**src/rtl/seq_tx_fmt_pkg.sv**
```systemverilog
// Shared definitions for the sequencer-to-UART hex line formatter:
// ASCII control characters, FSM state encoding and nibble-to-ASCII mapping.
package seq_tx_fmt_pkg;

  localparam logic [7:0] ASCII_CR = 8'h0D;
  localparam logic [7:0] ASCII_LF = 8'h0A;

  typedef enum logic [1:0] {
    ST_IDLE  = 2'd0,
    ST_SEND  = 2'd1,
    ST_GUARD = 2'd2,
    ST_WAIT  = 2'd3
  } state_e;

  // Uppercase hex digit: 0-9 -> '0'-'9', A-F -> 'A'-'F'
  function automatic logic [7:0] nib2ascii(input logic [3:0] nib);
    logic [7:0] asc_s;
    if (nib < 4'd10) begin
      asc_s = 8'h30 + {4'h0, nib};
    end else begin
      asc_s = 8'h37 + {4'h0, nib};
    end
    return asc_s;
  endfunction

endpackage

```
**src/rtl/seq_tx_fmt.sv**
```systemverilog
// Captures one sequencer result per strobe and sends it to the UART as
// uppercase hex text (MS nibble first) followed by CR LF, paced by UART busy.
module seq_tx_fmt
  import seq_tx_fmt_pkg::*;
#(
  parameter  int DW  = 16,
  localparam int NCH = DW / 4 + 2
) (
  input  logic          clk,
  input  logic          rst_n,
  input  logic [DW-1:0] i_tx_data,
  input  logic          i_tx_stb,
  output logic          o_tx_busy,
  output logic          o_drop,
  output logic [7:0]    o_uart_data,
  output logic          o_uart_stb,
  input  logic          i_uart_busy
);

  localparam int             IW       = $clog2(NCH);
  localparam logic [IW-1:0]  CR_IDX   = IW'(DW / 4);
  localparam logic [IW-1:0]  LAST_IDX = IW'(NCH - 1);

  state_e          state_r;
  state_e          state_nxt_s;
  logic [DW-1:0]   shift_r;
  logic [IW-1:0]   idx_r;
  logic            guard_r;
  logic            last_s;
  logic [7:0]      char_s;
  logic            stb_nxt_s;
  logic [7:0]      data_nxt_s;
  logic            drop_nxt_s;
  logic            busy_nxt_s;
  logic            uart_stb_r;
  logic [7:0]      uart_data_r;
  logic            drop_r;
  logic            busy_r;

  assign last_s = (idx_r == LAST_IDX);

  // FSM state register
  always_ff @(posedge clk or negedge rst_n) begin
    if (!rst_n) begin
      state_r <= ST_IDLE;
    end else begin
      state_r <= state_nxt_s;
    end
  end

  // FSM next-state logic; GUARD lasts two cycles to ride over the UART's registered busy rise
  always_comb begin
    state_nxt_s = state_r;
    case (state_r)
      ST_IDLE: begin
        if (i_tx_stb) state_nxt_s = ST_SEND;
        else          state_nxt_s = ST_IDLE;
      end
      ST_SEND: begin
        if (!i_uart_busy) state_nxt_s = ST_GUARD;
        else              state_nxt_s = ST_SEND;
      end
      ST_GUARD: begin
        if (guard_r) state_nxt_s = ST_WAIT;
        else         state_nxt_s = ST_GUARD;
      end
      ST_WAIT: begin
        if (i_uart_busy) state_nxt_s = ST_WAIT;
        else if (last_s) state_nxt_s = ST_IDLE;
        else             state_nxt_s = ST_SEND;
      end
      default: state_nxt_s = ST_IDLE;
    endcase
  end

  // Character for the current index: hex digits from the top of the shift register, then CR, LF
  always_comb begin
    char_s = ASCII_LF;
    if (idx_r < CR_IDX) begin
      char_s = nib2ascii(shift_r[DW-1 -: 4]);
    end else if (idx_r == CR_IDX) begin
      char_s = ASCII_CR;
    end else begin
      char_s = ASCII_LF;
    end
  end

  // FSM output decode feeding the output registers
  always_comb begin
    stb_nxt_s  = (state_r == ST_SEND) && !i_uart_busy;
    drop_nxt_s = i_tx_stb && (state_r != ST_IDLE);
    busy_nxt_s = (state_nxt_s != ST_IDLE);
    if (stb_nxt_s) begin
      data_nxt_s = char_s;
    end else begin
      data_nxt_s = uart_data_r;
    end
  end

  // Datapath and registered outputs
  always_ff @(posedge clk or negedge rst_n) begin
    if (!rst_n) begin
      shift_r     <= {DW{1'b0}};
      idx_r       <= {IW{1'b0}};
      guard_r     <= 1'b0;
      uart_stb_r  <= 1'b0;
      uart_data_r <= 8'h00;
      drop_r      <= 1'b0;
      busy_r      <= 1'b0;
    end else begin
      uart_stb_r  <= stb_nxt_s;
      uart_data_r <= data_nxt_s;
      drop_r      <= drop_nxt_s;
      busy_r      <= busy_nxt_s;
      case (state_r)
        ST_IDLE: begin
          if (i_tx_stb) begin
            shift_r <= i_tx_data;
            idx_r   <= {IW{1'b0}};
          end
        end
        ST_SEND: begin
          if (!i_uart_busy) begin
            guard_r <= 1'b0;
            if (idx_r < CR_IDX) shift_r <= shift_r << 3'd4;
          end
        end
        ST_GUARD: guard_r <= 1'b1;
        ST_WAIT: begin
          if (!i_uart_busy && !last_s) idx_r <= idx_r + IW'(1);
        end
        default: guard_r <= 1'b0;
      endcase
    end
  end

  assign o_uart_stb  = uart_stb_r;
  assign o_uart_data = uart_data_r;
  assign o_drop      = drop_r;
  assign o_tx_busy   = busy_r;

endmodule

```
**config.mk**
```make
export PLATFORM = sky130hd
export DESIGN_NAME = seq_tx_fmt
export DESIGN_NICKNAME = d
export VERILOG_FILES = /design/src/rtl/seq_tx_fmt_pkg.sv /design/src/rtl/seq_tx_fmt.sv
export SDC_FILE = /design/constraint.sdc
export NUM_CORES = 1
export LEC_CHECK = 0
export ABC_AREA = 0
export CAP_MARGIN = 30
export CORE_UTILIZATION = 51
export CTS_CLUSTER_DIAMETER = 50
export CTS_CLUSTER_SIZE = 10
export DETAILED_ROUTE_END_ITERATION = 8
export PLACE_DENSITY = 0.75
export SYNTH_ARGS = -nofsm -noshare
export SYNTH_HDL_FRONTEND = slang
export SYNTH_SLANG_ARGS = --single-unit
```
**constraint.sdc**
```tcl
create_clock -name clk -period 1.8 [get_ports clk]
set_input_delay 0.36 -clock clk [delete_from_list [all_inputs] [get_ports clk]]
set_output_delay 0.36 -clock clk [all_outputs]
set_load 0.05 [all_outputs]
```
==> metrics.csv <==
stage;metric;value;unit
worst_setup_path;R2R depth;4;
placement;GPL Wtd Cong;0.830;
die;Starting Density;53.9;%
yosys;Syn. warnings;0;
yosys;Post-Synth XOR/XNOR Area;0;%
finish;fillers;244;
clocking;worst-skew pair later-pin latency;0.33;ns
finish;diodes inserted;0;
worst_setup_path;crit path to;shift_r[8];
worst_setup_path;crit path capture type;register;
timing;Tcrit/Tclk final;91.7;%
clocking;Root Buffer;clkbuf_4;
yosys;Synth Net Count;167;
yosys;Mapped Area;1650;um2
global_routing;GRT Residual Overflow;0;
clocking;Post-CTS Setup Inserts;0;
worst_setup_path;r2r setup slk;0.19;ns
pwr;Power Dens Cells;1810;nW/um2
timing;Tmin final;1.65;ns
die;Core ar.;3050;um2
clocking;clk slew on worst S/H paths;0.09;ns
hold_path;Hold WC Path Type;in -> async;
die;Die H;58.8;um
global_routing;vias in the first global route;1186;
yosys;post-synthesis instance total;143;
global_routing;GRT Overall Usage;20.1;%
yosys;complex-gate fraction of the synthesized area;8.28;%
die;num rows;20;
finish;final core utilization;68.6;%
placement;# port buffers;29;
timing;Fin. Hold Viols;0;
die;die span in x;58.8;um
routing;total number of vias;1164;
timing;Max Clock Skew;0.00615;ns
yosys;Post-synth ARST share;100;%
worst_setup_path;Req. time, crit path;2.02;ns
yosys;adder-cell share of the synthesized area;3.04;%
worst_setup_path;RR Startpoint;idx_r[2];
pwr;IR Drop Worst-Case VDD;0.000801;V
die;# IOs;31;
die;die area;3460;um2
worst_setup_path;Max FO, Critical Path;15;
timing;Fin Setup TNS;0;ns
clocking;TritonCTS buffer count;5;
status;status;completed;
yosys;Synth cell types;36;
worst_setup_path;Worst Setup Start Kind;primary input;
yosys;most used flip-flop cell after synthesis;dfrtp_1;
worst_setup_path;critical path class;in -> reg;
pwr;standby leakage power;0.973;nW
clocking;number of hold buffers added after cts;0;
routing;drc violations;0;
placement;HPWL after detailed placement;2.17;mm
global_routing;pin count of the biggest net entering global routing;33;
yosys;Post-Synth Simple-Gate Area;11.8;%
run;number of max-cap violations;0;
timing;Slew Limit Fails;0;
clocking;CTS H-tree lvls;2;
yosys;largest family of logic cells by synthesized area;multiplexers;
clocking;CTS tree;done;
finish;area of the multi-input gates;736;um2
timing;f_max;0.606;GHz
routing;overall routed net length;2.89;mm
yosys;post-synthesis sequential area ratio;48.6;%
timing;RSZ-0062 raised after global routing;no;
routing;initial drt markers;32;
routing;Detail Route Antenna Nets;0;
timing;Final Setup Violations;0;
worst_setup_path;R2R Path End;shift_r[8];
finish;area delta synth->final;27.2;%
global_routing;initial antenna violation count;0;
global_routing;first-pass GRT wire length;5.03;mm
yosys;number of flops mapped to enable cells by yosys;0;
clocking;Sink Count;32;
finish;Final Net Count;210;
worst_setup_path;CP Launch Point;i_uart_busy;
yosys;synthesized area per cell;11.5;um2
routing;drt via density;5.04;
worst_setup_path;crit path DAT;1.87;ns
clocking;Clock Path Buffers;2;
yosys;Seq cells post-synth;32;
routing;DRT Pass-1 Iters;4;
clocking;post_cts resized;0;
finish;layout cells sized above 1;29.4;%
finish;Sequential Area;801;um2
yosys;post-synthesis mux area share;21.4;%
routing;detailed-route wire length per cell;12.5;um
-- worst max-delay path, stage by stage --
cell and delay [ns]:
clkdlybuf4s50_1 0.42, or3b_4 0.40, a21oi_4 0.18, buf_12 0.17, mux2_2 0.34
-- worst min-delay path by stage --
stage,end,start,depth (start not counted)
floorplan,guard_r,rst_n,0
global placement,o_uart_data[0],o_uart_data[0],2
detailed placement,o_uart_data[6],o_uart_data[6],2
CTS,o_tx_busy,rst_n,2
global route,shift_r[4],rst_n,2
finish,shift_r[4],rst_n,2
-- area by class of cell --
class | instances | area share [%]
well taps | 44 | 2.63
multi-input cells | 92 | 35.1
flip-flops and latches | 32 | 38.2
clock buffers | 8 | 2.81
inverters | 11 | 1.97
repair buffers | 44 | 19.2
-- registers in the layout, summed over array words and instances (netlist names) --
name,count
idx_r,3
guard_r,1
o_uart_data,7
o_uart_stb,1
state_r,2
o_drop,1
o_tx_busy,1
shift_r,16
-- per-layer routing --
layer	vias up	routed length, um	track usage (%)
met5	-	0	0
met4	0	47	10.9
met3	5	119	6.59
met2	25	1480	33.6
met1	550	1250	22.7
li1	584	-	-
-- logic make-up after synthesis --
logic type,count (synthesis)
flops,32
mux,31
simple gates,36
compound gates,20
fa+ha+maj,4
buf+inv,19
other cells,1
-- cell usage after synthesis (all sizes together) (3+ instances only) --
cell type / count / area share, %
or3b: 3 / 1.7
buf: 4 / 2.7
nand2: 15 / 3.4
a21oi: 5 / 2.2
dfrtp: 32 / 49
o21ai: 7 / 2.1
clkbuf: 4 / 1.5
mux2i: 10 / 6.1
ha: 4 / 3.0
inv: 11 / 2.5
mux2: 21 / 15
nor2b: 3 / 1.1
-- per-stage QoR --
stage          setup WS (ns)  cell area (um2)  power, mW  std cells  hold slack, ns
3_5_place_dp          -0.205             2040       3.41        223           0.476
2_1_floorplan          0.183             1650       2.82        143          0.0644
4_1_cts                0.163             2090       3.85        231           0.415
6_report               0.149             2090       3.79        231           0.412
3_3_place_gp          -0.159             2040       3.33        223           0.465
5_1_grt                0.134             2090       4.08        231           0.446
-- placed cells by master, fill, tap and decap left out --
cell	synthesis	final
inv_1	11	11
o211ai_1	1	1
or2b_1	1	1
o22a_1	2	2
nand2b_1	2	2
clkdlybuf4s50_1	0	19
ha_1	4	4
clkbuf_1	3	2
o21ai_0	7	7
or3b_1	1	1
nor2_1	2	2
or3b_4	1	1
mux2_4	4	4
a211oi_1	2	2
or3_1	1	1
buf_12	1	2
nand4_1	2	2
nand3_1	2	2
nand2_1	15	15
a22o_1	2	2
buf_4	1	23
and3_1	1	1
clkbuf_8	1	1
o21a_1	1	1
or3b_2	1	1
mux2_2	17	17
nor3_1	2	2
a21oi_1	4	4
and4b_1	1	1
nor2b_1	3	3
a21oi_4	1	1
dfrtp_1	32	32
conb_1	1	1
clkbuf_4	0	5
mux2i_1	10	10
nor3b_1	1	1
-- power by group --
part	internal, mW	switching [mW]
registers	1.07	0.236
clock network	0.193	0.228
logic	1.03	1.04
total	2.29	1.50
Power figures use the tool's default switching activity.
